$ cat config.mk
export PLATFORM = sky130hd
export DESIGN_NAME = multicycle_ctrl
export DESIGN_NICKNAME = d
export VERILOG_FILES = /design/src/rtl/multicycle_pkg.sv /design/src/rtl/multicycle_outdec.sv /design/src/rtl/multicycle_ctrl.sv
export SDC_FILE = /design/constraint.sdc
export NUM_CORES = 1
export LEC_CHECK = 0
export CORE_ASPECT_RATIO = 0.9
export CORE_MARGIN = 3
export CORE_UTILIZATION = 40
export DETAILED_ROUTE_END_ITERATION = 7
export GPL_TIMING_DRIVEN = 0
export HOLD_SLACK_MARGIN = 0.08
export PLACE_DENSITY = 0.69
export SLEW_MARGIN = 10
export SYNTH_ARGS = -nofsm -noshare
export SYNTH_HDL_FRONTEND = slang
export SYNTH_SLANG_ARGS = --single-unit
$ cat constraint.sdc
create_clock -name clk_i -period 5.1 [get_ports clk_i]
set_clock_uncertainty 0.15 [all_clocks]
set_input_delay 1.02 -clock clk_i [delete_from_list [all_inputs] [get_ports clk_i]]
set_output_delay 1.02 -clock clk_i [all_outputs]
set_load 0.02 [all_outputs]
$ cat src/rtl/multicycle_pkg.sv
// ---------------------------------------------------------------------------
// multicycle_pkg
// Shared definitions for the multi-cycle control unit and the ALU control:
//   - stateT     : 4-bit state encoding (FETCH=0 ... TRAP=11), also exposed on
//                  the debug state port
//   - OP_*       : RV32I-subset opcode values recognised in DECODE
//   - ALU_*      : alu_op encodings consumed by the ALU control
//   - SRCB_*     : ALU B-operand select encodings
//   - PCSRC_*    : PC source select encodings
//   - ctrlT      : bundle of every datapath select/strobe driven by the unit
//   - retires()  : tells whether a state/handshake pair completes an instruction
// ---------------------------------------------------------------------------
package multicycle_pkg;

   typedef enum logic [3:0] {
      S_FETCH  = 4'd0,
      S_DECODE = 4'd1,
      S_EXEC_R = 4'd2,
      S_EXEC_I = 4'd3,
      S_ADDR   = 4'd4,
      S_MEM_RD = 4'd5,
      S_MEM_WR = 4'd6,
      S_WB_ALU = 4'd7,
      S_WB_MEM = 4'd8,
      S_BRANCH = 4'd9,
      S_JUMP   = 4'd10,
      S_TRAP   = 4'd11
   } stateT;

   localparam logic [6:0] OP_R = 7'b0110011;
   localparam logic [6:0] OP_I = 7'b0010011;
   localparam logic [6:0] OP_L = 7'b0000011;
   localparam logic [6:0] OP_S = 7'b0100011;
   localparam logic [6:0] OP_B = 7'b1100011;
   localparam logic [6:0] OP_J = 7'b1101111;

   localparam logic [2:0] ALU_ADD = 3'b000;
   localparam logic [2:0] ALU_R   = 3'b001;
   localparam logic [2:0] ALU_I   = 3'b010;
   localparam logic [2:0] ALU_S   = 3'b011;
   localparam logic [2:0] ALU_L   = 3'b100;
   localparam logic [2:0] ALU_J   = 3'b101;
   localparam logic [2:0] ALU_B   = 3'b110;

   localparam logic [1:0] SRCB_RS2  = 2'b00;
   localparam logic [1:0] SRCB_FOUR = 2'b01;
   localparam logic [1:0] SRCB_IMM  = 2'b10;

   localparam logic [1:0] PCSRC_ALU    = 2'b00;
   localparam logic [1:0] PCSRC_TARGET = 2'b01;

   typedef struct packed {
      logic       pcWrite;
      logic       irWrite;
      logic       iord;
      logic       memRead;
      logic       memWrite;
      logic       regWrite;
      logic       memToReg;
      logic       aluSrcA;
      logic [1:0] aluSrcB;
      logic [2:0] aluOp;
      logic [1:0] pcSrc;
      logic       ctrlR;
      logic       illegal;
   } ctrlT;

   // An instruction retires when it leaves its last state towards FETCH.
   // A store only leaves MEM_WR once memory acknowledges the write.
   function automatic logic retires(input stateT s, input logic memReady);
      case (s)
         S_WB_ALU, S_WB_MEM, S_BRANCH, S_JUMP: return 1'b1;
         S_MEM_WR:                             return memReady;
         default:                              return 1'b0;
      endcase
   endfunction

endpackage

$ cat src/rtl/multicycle_outdec.sv
// ---------------------------------------------------------------------------
// multicycle_outdec
// Purely combinational state-to-strobe decoder for the multi-cycle control
// unit (Moore outputs, with the FETCH/BRANCH write strobes qualified by the
// memory handshake and the branch compare).
// Ports:
//   state     in  current FSM state
//   opcode    in  IR[6:0], selects load vs store ALU control in ADDR
//   zero      in  ALU compare result, gates pcWrite in BRANCH
//   memReady  in  memory handshake, gates irWrite/pcWrite in FETCH
//   reset     in  synchronous reset, forces every strobe low while high
//   ctrl      out bundle of datapath selects and strobes
// ---------------------------------------------------------------------------
module multicycle_outdec
   import multicycle_pkg::*;
(
   input  stateT      state,
   input  logic [6:0] opcode,
   input  logic       zero,
   input  logic       memReady,
   input  logic       reset,
   output ctrlT       ctrl
);

   // Every field starts at zero so each state only lists the strobes it
   // raises. The reset gate keeps the datapath quiet during the reset cycle
   // even though the state register only clears on the next edge.
   always_comb begin
      ctrl = '0;
      if (!reset) begin
         case (state)
            S_FETCH: begin
               ctrl.memRead = 1'b1;
               ctrl.aluSrcB = SRCB_FOUR;
               ctrl.irWrite = memReady;
               ctrl.pcWrite = memReady;
            end
            S_DECODE: begin
               ctrl.aluSrcB = SRCB_IMM;
            end
            S_EXEC_R: begin
               ctrl.aluSrcA = 1'b1;
               ctrl.aluSrcB = SRCB_RS2;
               ctrl.aluOp   = ALU_R;
               ctrl.ctrlR   = 1'b1;
            end
            S_EXEC_I: begin
               ctrl.aluSrcA = 1'b1;
               ctrl.aluSrcB = SRCB_IMM;
               ctrl.aluOp   = ALU_I;
            end
            S_ADDR: begin
               ctrl.aluSrcA = 1'b1;
               ctrl.aluSrcB = SRCB_IMM;
               ctrl.aluOp   = (opcode == OP_S) ? ALU_S : ALU_L;
            end
            S_MEM_RD: begin
               ctrl.memRead = 1'b1;
               ctrl.iord    = 1'b1;
            end
            S_MEM_WR: begin
               ctrl.memWrite = 1'b1;
               ctrl.iord     = 1'b1;
            end
            S_WB_ALU: begin
               ctrl.regWrite = 1'b1;
            end
            S_WB_MEM: begin
               ctrl.regWrite = 1'b1;
               ctrl.memToReg = 1'b1;
            end
            S_BRANCH: begin
               ctrl.aluSrcA = 1'b1;
               ctrl.aluSrcB = SRCB_RS2;
               ctrl.aluOp   = ALU_B;
               ctrl.pcSrc   = PCSRC_TARGET;
               ctrl.pcWrite = zero;
            end
            S_JUMP: begin
               ctrl.pcSrc   = PCSRC_TARGET;
               ctrl.pcWrite = 1'b1;
               ctrl.aluOp   = ALU_J;
            end
            S_TRAP: begin
               ctrl.illegal = 1'b1;
            end
            default: begin
               ctrl = '0;
            end
         endcase
      end
   end

endmodule

$ cat src/rtl/multicycle_ctrl.sv
// ---------------------------------------------------------------------------
// multicycle_ctrl
// Moore control unit sequencing one RV32I-subset instruction over 3-5 cycles
// (plus memory wait cycles) on a shared datapath. Holds the state register,
// the next-state logic and the retired-instruction counter; strobes come
// from multicycle_outdec.
// Ports:
//   clk_i, rst_i            clock, synchronous active-high reset
//   opcode_i                IR[6:0]
//   zero_i                  ALU branch compare
//   mem_ready_i             memory access completes this cycle
//   pc_write_o .. ctrl_r_o  datapath selects and strobes
//   illegal_o               sticky illegal-opcode trap flag
//   state_o                 debug view of the state encoding
//   retired_o               count of completed instructions (wraps)
// ---------------------------------------------------------------------------
module multicycle_ctrl
   import multicycle_pkg::*;
#(
   parameter int CNT_W = 32
) (
   input  logic             clk_i,
   input  logic             rst_i,
   input  logic [6:0]       opcode_i,
   input  logic             zero_i,
   input  logic             mem_ready_i,
   output logic             pc_write_o,
   output logic             ir_write_o,
   output logic             iord_o,
   output logic             mem_read_o,
   output logic             mem_write_o,
   output logic             reg_write_o,
   output logic             mem_to_reg_o,
   output logic             alu_src_a_o,
   output logic [1:0]       alu_src_b_o,
   output logic [2:0]       alu_op_o,
   output logic [1:0]       pc_src_o,
   output logic             ctrl_r_o,
   output logic             illegal_o,
   output logic [3:0]       state_o,
   output logic [CNT_W-1:0] retired_o
);

   stateT            stateReg;
   logic [CNT_W-1:0] retiredReg;
   ctrlT             ctrl;

   // State register, next-state logic and retire counter in one block.
   // Reset wins over every transition and over a retire in the same cycle,
   // so an instruction aborted by reset never counts. TRAP only leaves
   // through reset; memory states hold until the handshake arrives.
   always_ff @(posedge clk_i) begin
      if (rst_i) begin
         stateReg   <= S_FETCH;
         retiredReg <= '0;
      end else begin
         if (retires(stateReg, mem_ready_i)) begin
            retiredReg <= retiredReg + CNT_W'(1);
         end
         case (stateReg)
            S_FETCH:  stateReg <= mem_ready_i ? S_DECODE : S_FETCH;
            S_DECODE: begin
               case (opcode_i)
                  OP_R:       stateReg <= S_EXEC_R;
                  OP_I:       stateReg <= S_EXEC_I;
                  OP_L, OP_S: stateReg <= S_ADDR;
                  OP_B:       stateReg <= S_BRANCH;
                  OP_J:       stateReg <= S_JUMP;
                  default:    stateReg <= S_TRAP;
               endcase
            end
            S_EXEC_R: stateReg <= S_WB_ALU;
            S_EXEC_I: stateReg <= S_WB_ALU;
            S_ADDR:   stateReg <= (opcode_i == OP_S) ? S_MEM_WR : S_MEM_RD;
            S_MEM_RD: stateReg <= mem_ready_i ? S_WB_MEM : S_MEM_RD;
            S_MEM_WR: stateReg <= mem_ready_i ? S_FETCH : S_MEM_WR;
            S_WB_ALU: stateReg <= S_FETCH;
            S_WB_MEM: stateReg <= S_FETCH;
            S_BRANCH: stateReg <= S_FETCH;
            S_JUMP:   stateReg <= S_FETCH;
            S_TRAP:   stateReg <= S_TRAP;
            default:  stateReg <= S_FETCH;
         endcase
      end
   end

   multicycle_outdec outdec (
      .state    (stateReg),
      .opcode   (opcode_i),
      .zero     (zero_i),
      .memReady (mem_ready_i),
      .reset    (rst_i),
      .ctrl     (ctrl)
   );

   // Flatten the strobe bundle onto the ports. During reset the debug state
   // already reads FETCH, matching where the machine will be next cycle.
   always_comb begin
      pc_write_o   = ctrl.pcWrite;
      ir_write_o   = ctrl.irWrite;
      iord_o       = ctrl.iord;
      mem_read_o   = ctrl.memRead;
      mem_write_o  = ctrl.memWrite;
      reg_write_o  = ctrl.regWrite;
      mem_to_reg_o = ctrl.memToReg;
      alu_src_a_o  = ctrl.aluSrcA;
      alu_src_b_o  = ctrl.aluSrcB;
      alu_op_o     = ctrl.aluOp;
      pc_src_o     = ctrl.pcSrc;
      ctrl_r_o     = ctrl.ctrlR;
      illegal_o    = ctrl.illegal;
      state_o      = rst_i ? S_FETCH : stateReg;
      retired_o    = retiredReg;
   end

endmodule

# [Word level (Yosys, flattened, before mapping)]
# Index checks and enable logic that the tools add are counted.
[classes] n_eq_ne=17 n_reduce_logical=10 n_mux=24 add_sub_neg=1
[op_table] operator="$add A32 B1 Y32 const B" count=1
[op_table] operator="$pmux W4 S7" count=1
[op_table] operator="$pmux W4 S5" count=1
[op_table] operator="$mux W17" count=1
[op_table] operator="$eq A4 B3 Y1 const B" count=4
[op_table] operator="$eq A4 B4 Y1 const B" count=4
[op_table] operator="$pmux W3 S5" count=1
[op_table] operator="$eq A7 B6 Y1 const B" count=2
[op_table] operator="$eq A7 B7 Y1 const B" count=2
[op_table] operator="$mux W1" count=12
[op_table] operator="$reduce_or A2 Y1" count=6
[op_table] operator="$eq A4 B2 Y1 const B" count=2
[op_table] operator="$mux W4" count=2
[op_table] operator="$reduce_or A4 Y1" count=2
[op_table] operator="$eq A7 B2 Y1 const B" count=1
[op_table] operator="$eq A7 B5 Y1 const B" count=1
[op_table] operator="$mux W3" count=2
[op_table] operator="$eq A4 B1 Y1 const B" count=1
[op_table] operator="$logic_not A4 Y1" count=1
[op_table] operator="$pmux W2 S2" count=1
[op_table] operator="$pmux W1 S3" count=1
[op_table] operator="$reduce_or A3 Y1" count=1
[op_table] operator="$mux W2" count=1
[op_table] operator="$pmux W1 S2" count=1
[totals] wordCells=54 regBits=36 out_inout_bits=53

# [Depth between registers and ports, before layout]
[depth] depth_word=4 depth_mapped=8

# [Hierarchy]
# Synthesis repeated with hierarchy kept, for this count alone.
[hier_totals] hier_cells=307 hier_area_um2=2494.9
[by_module_without_submodules] mod="multicycle_ctrl" cells_each=249 area_per_inst_um2=2094.5 n_inst=1 seq_area_each_um2=720.7
[by_module_without_submodules] mod="multicycle_outdec" cells_each=58 area_per_inst_um2=400.4 n_inst=1 seq_area_each_um2=0.0

# [Worst setup path after synthesis]
# Ideal clock, no wire load.
[synth_path] kind="input port to output port" startpoint="input opcode_i[2]" endpoint="output alu_op_o[0]" path_slack_ps=1780 t_arrival_ps=2150 path_buffers=0 path_stages=5 cell_sequence="nand4bb_1 -> or2_2 -> nor2_1 -> nand3_1 -> a21oi_1"
[synth_via] elab_chain_cells=4
[synth_rtl] item="from (decl)" line="multicycle_ctrl.sv:24" source="input logic [6:0] opcode_i,"
[synth_rtl] item="$eq A7 B6 Y1" line="multicycle_outdec.sv:55" source="ctrl.aluOp = (opcode == OP_S) ? ALU_S : ALU_L;"
[synth_rtl] item="$mux W3" line="multicycle_outdec.sv:55"
[synth_rtl] item="$pmux W3 S5" line="multicycle_outdec.sv:31" source="case (state)"
[synth_rtl] item="$mux W17" line="multicycle_outdec.sv:30" source="if (!reset) begin"
[synth_rtl] item="to (decl)" line="multicycle_ctrl.sv:36" source="output logic [2:0] alu_op_o,"
# No other way between the ends.

# [Worst setup path after layout]
[layout_path] startpoint="input opcode_i[2]" endpoint="output alu_op_o[1]"
# The elaborated chain is that of the path after synthesis.

==> metrics.log <==
[metrics] outcome: complete, no violations
[metrics] number of cells in the design after placement: 401
[metrics] number of distinct library cells after synthesis: 43
[metrics] worst rel slew slack: 0.581
[metrics] part of the total power dissipated in combinational logic: 0.440
[metrics] master cell of the clock root buffer: sky130_fd_sc_hd__clkbuf_8
[metrics] P_leak: 1.06 nW
[metrics] peak supply drop: 0.000146 V
[metrics] Max Freq: 229 MHz
[metrics] H-tree lvl count: 2
[metrics] Worst Hold Class: reg2reg
[metrics] maximum fanout along the worst path: 4
[metrics] aggregate routed wire length: 5.77 mm
[metrics] fraction of the core area covered by cells at the end of the flow: 0.584
[metrics] Worst-path clk slew: about 0.070 ns
[metrics] all-layer global routing usage: 0.182
[metrics] number of cell instances on the worst register-to-register path: 7
[metrics] start of the worst register-to-register path: retired_o[1]$_SDFFE_PP0P_
[metrics] Period minus WS final: 4.37 ns
[metrics] critical path arrival: around 3.2 ns
[metrics] vias in the first global route: 1,941
[metrics] area fraction of the dominant cell type after synthesis: 0.333
[metrics] DIE AREA: 6330 sq um
[metrics] setup repair bufs after CTS: 0
[metrics] initial core utilization: 0.429
[metrics] vias post-DR: 2,180
[metrics] cell area after synthesis: about 2200 sq um
[metrics] accumulated negative setup slack: 0 ns
[metrics] Final Setup Violations: 0
[metrics] cell at the slowest stage of the critical path: sky130_fd_sc_hd__clkdlybuf4s50_1
[metrics] largest area contributor in the netlist: sky130_fd_sc_hd__dfxtp_1
[metrics] maximum number of pins on one net before global-route repair: 11
[metrics] fin nets: 355
[metrics] sequential power share: 0.332
[metrics] largest cells by area after synthesis: sky130_fd_sc_hd__dfxtp_1 33%, sky130_fd_sc_hd__xor2_1 11%, sky130_fd_sc_hd__nor2_1 7.5%
[metrics] count of input and output buffers: 61
[metrics] Core Rows: 24
[metrics] GR Overflow Total: 0
[metrics] transition time of the tightest slew-check pin: 0.626 ns
[metrics] class of the most critical setup path: in2out
[metrics] count of filler cells inserted in the layout: 464
[metrics] most frequently used flop master after synthesis: sky130_fd_sc_hd__dfxtp_1
[metrics] worst hold slack: 0.349 ns
[metrics] clock power share: 0.228
[metrics] wire length of the first global-routing pass: 9.33 mm
[metrics] antenna diode count: 0
[metrics] setup slack, reg-to-reg: 3.02 ns
[metrics] flops & latches, synth: 36
[metrics] maximum cell stage delay along the critical path: between 0.6 and 0.7 ns
[metrics] fraction of the yosys area taken by sequential cells: 0.333
[metrics] category of the worst setup path launch point: input port
[metrics] number of synthesized flops with an enable pin: 0
[metrics] count of antenna-violating nets left after detailed routing: 0
[metrics] Die Y-Extent: 75.8 um
[metrics] clock latency at the later pin of the worst-skew pair: 0.28 ns
[metrics] hpwl dp: 4.38 mm
[metrics] cell-by-cell listing of the critical path: clkdlybuf4s50_1, nand4bb_1, or2_2, nor2_1, nand3_1, a21oi_1, clkdlybuf4s50_1
[metrics] post-route setup slack: 0.735 ns
[metrics] Required @ worst endpoint: 3.93 ns
[metrics] final-report hold violation count: 0
[metrics] layout cell share with drive strength beyond 1: 0.0610
[metrics] DR DRC count: 0
[metrics] clock tree from TritonCTS: yes
[metrics] power consumption: 0.915 mW
[metrics] I/O pins: 64
[metrics] Clock Tree Buf Depth: 2
[metrics] Via density: around 5.3
[metrics] Mapped Nets: 287
[metrics] share of the clock period used by the worst path: 0.856
[metrics] switching power: between 0.3 and 0.4 mW
[metrics] number of buffers created by CTS: 5
[metrics] overall die width: around 84 um
[metrics] switching share of power: 0.378
[metrics] number of standard cells in the layout, taps in and fillers out: 409
[metrics] max-slew violation count: 0
[metrics] minimum setup slack after placement: 0.749 ns
[metrics] starting DRC count in detailed routing: 167
[metrics] leading cell types in the layout, fill and taps excluded: 61 x sky130_fd_sc_hd__clkdlybuf4s50_1, 43 x sky130_fd_sc_hd__nor2_1, 36 x sky130_fd_sc_hd__dfxtp_1, 26 x sky130_fd_sc_hd__xor2_1, 22 x sky130_fd_sc_hd__nand4_1
[metrics] WL/cell: 14.1 um
[metrics] antenna violations before repair: 0
[metrics] warnings from Yosys: 0
[metrics] first-pass detailed-route iteration total: 4
[metrics] Worst Hold Path EP: retired_o[31]$_SDFFE_PP0P_
[metrics] final estimated routing congestion in global placement: 0.908
[metrics] endpoint of the most critical register-to-register path: retired_o[12]$_SDFFE_PP0P_
[metrics] share of flip-flops with an asynchronous set or reset after synthesis: 0
[metrics] most prevalent standard cell on the critical path: sky130_fd_sc_hd__clkdlybuf4s50_1
[metrics] layout overhead on the synthesized area: 36.1%
[metrics] cts hold-fix bufs: 0
[metrics] post-synthesis area per instance: ~7.9 sq um
[metrics] Worst Hold Depth: 2
[metrics] CTS sink count: 36
[metrics] maxcap violations: 0
[metrics] capturing element type of the critical path: primary output
[metrics] Post-Syn Instances: ~280
[metrics] post-CTS sizing: 0
[metrics] hold wc startpoint: retired_o[31]$_SDFFE_PP0P_
[metrics] setup repair after global routing missed its margin: no
[metrics] Pwr per Cell Area: 311 nW/um^2
[metrics] area of the placeable core: 5040 sq um
[metrics] post-route cell area: 2950 sq um
[metrics] commonest non-fill, non-tap cell in the layout: sky130_fd_sc_hd__clkdlybuf4s50_1
[metrics] internal power summed over all cells: approximately 0.57 mW
[metrics] DP Area: approximately 2900 sq um
==> routing by layer <==
layer  part of all wire  vias to the layer above  track usage
met3              0.058                        8       0.0346
met4             0.0095                        0       0.0482
met2               0.45                       64        0.286
met5                  0                        -            0
li1                   -                     1099            -
met1               0.48                     1009        0.259
==> synth_stat cells, types with 5 or more instances <==
| cell | count |
|---|---|
| sky130_fd_sc_hd__and3_1 | 8 |
| sky130_fd_sc_hd__nor3_1 | 12 |
| sky130_fd_sc_hd__xnor2_1 | 5 |
| sky130_fd_sc_hd__nor2_1 | 43 |
| sky130_fd_sc_hd__o21ai_0 | 5 |
| sky130_fd_sc_hd__nand2b_1 | 6 |
| sky130_fd_sc_hd__and2_1 | 5 |
| sky130_fd_sc_hd__xor2_1 | 26 |
| sky130_fd_sc_hd__dfxtp_1 | 36 |
| sky130_fd_sc_hd__nor2b_1 | 8 |
| sky130_fd_sc_hd__clkbuf_1 | 11 |
| sky130_fd_sc_hd__a21oi_1 | 10 |
| sky130_fd_sc_hd__nand4_1 | 22 |
| sky130_fd_sc_hd__nand3_1 | 14 |
| sky130_fd_sc_hd__nand2_1 | 17 |
==> power groups by stage <==
stage | Clock, mW | Sequential [mW] | Combinational (mW)
2_1_floorplan | 0 | 0.312 | 0.261
3_3_place_gp | 0 | 0.311 | 0.401
3_5_place_dp | 0 | 0.311 | 0.400
4_1_cts | 0.214 | 0.304 | 0.402
5_1_grt | 0.226 | 0.306 | 0.438
6_report | 0.208 | 0.304 | 0.402
==> cell families after synthesis <==
family / after synthesis / synth area share
simple gates: 152 / 0.388
flops: 36 / 0.333
xor+xnor: 31 / 0.126
compound gates: 30 / 0.0914
buf+inv: 22 / 0.0457
mux: 2 / 0.00925
fa+ha+maj: 1 / 0.00578
other cells: 1 / 0.00173
==> final cells by class <==
type / count / area, sq um / share of cell area
Timing Repair Buffer: 61 / 611 / 0.207
Sequential cell: 36 / 721 / 0.245
Buffer: 18 / 83.8 / 0.0285
Multi-Input combinational cell: 217 / 1340 / 0.456
Inverter: 4 / 15.0 / 0.00510
Tap cell: 65 / 81.3 / 0.0276
Clock buffer: 8 / 90.1 / 0.0306
==> worst max-delay path: cells and delay by family <==
kind | cells | cell delay, ns
buffers and inverters | 2 | 1.07
AOI/OAI and AO/OA | 1 | 0.19
and+or+nand+nor | 4 | 0.91
==> state kept, by name, summed over array words and instances (netlist names) <==
register	count
retired_o	32
stateReg	4
==> how the worst max path moves through the flow <==
stage	start	end	slack (ns)	depth (start not counted)
5_1_grt	opcode_i[2]	alu_op_o[1]	0.64	7
4_1_cts	opcode_i[2]	alu_op_o[1]	0.76	7
3_3_place_gp	opcode_i[2]	alu_op_o[0]	0.78	7
3_5_place_dp	opcode_i[2]	alu_op_o[1]	0.75	7
6_report	opcode_i[2]	alu_op_o[1]	0.73	7
2_1_floorplan	opcode_i[2]	alu_op_o[0]	1.78	5
Power figures use the tool's default switching activity.
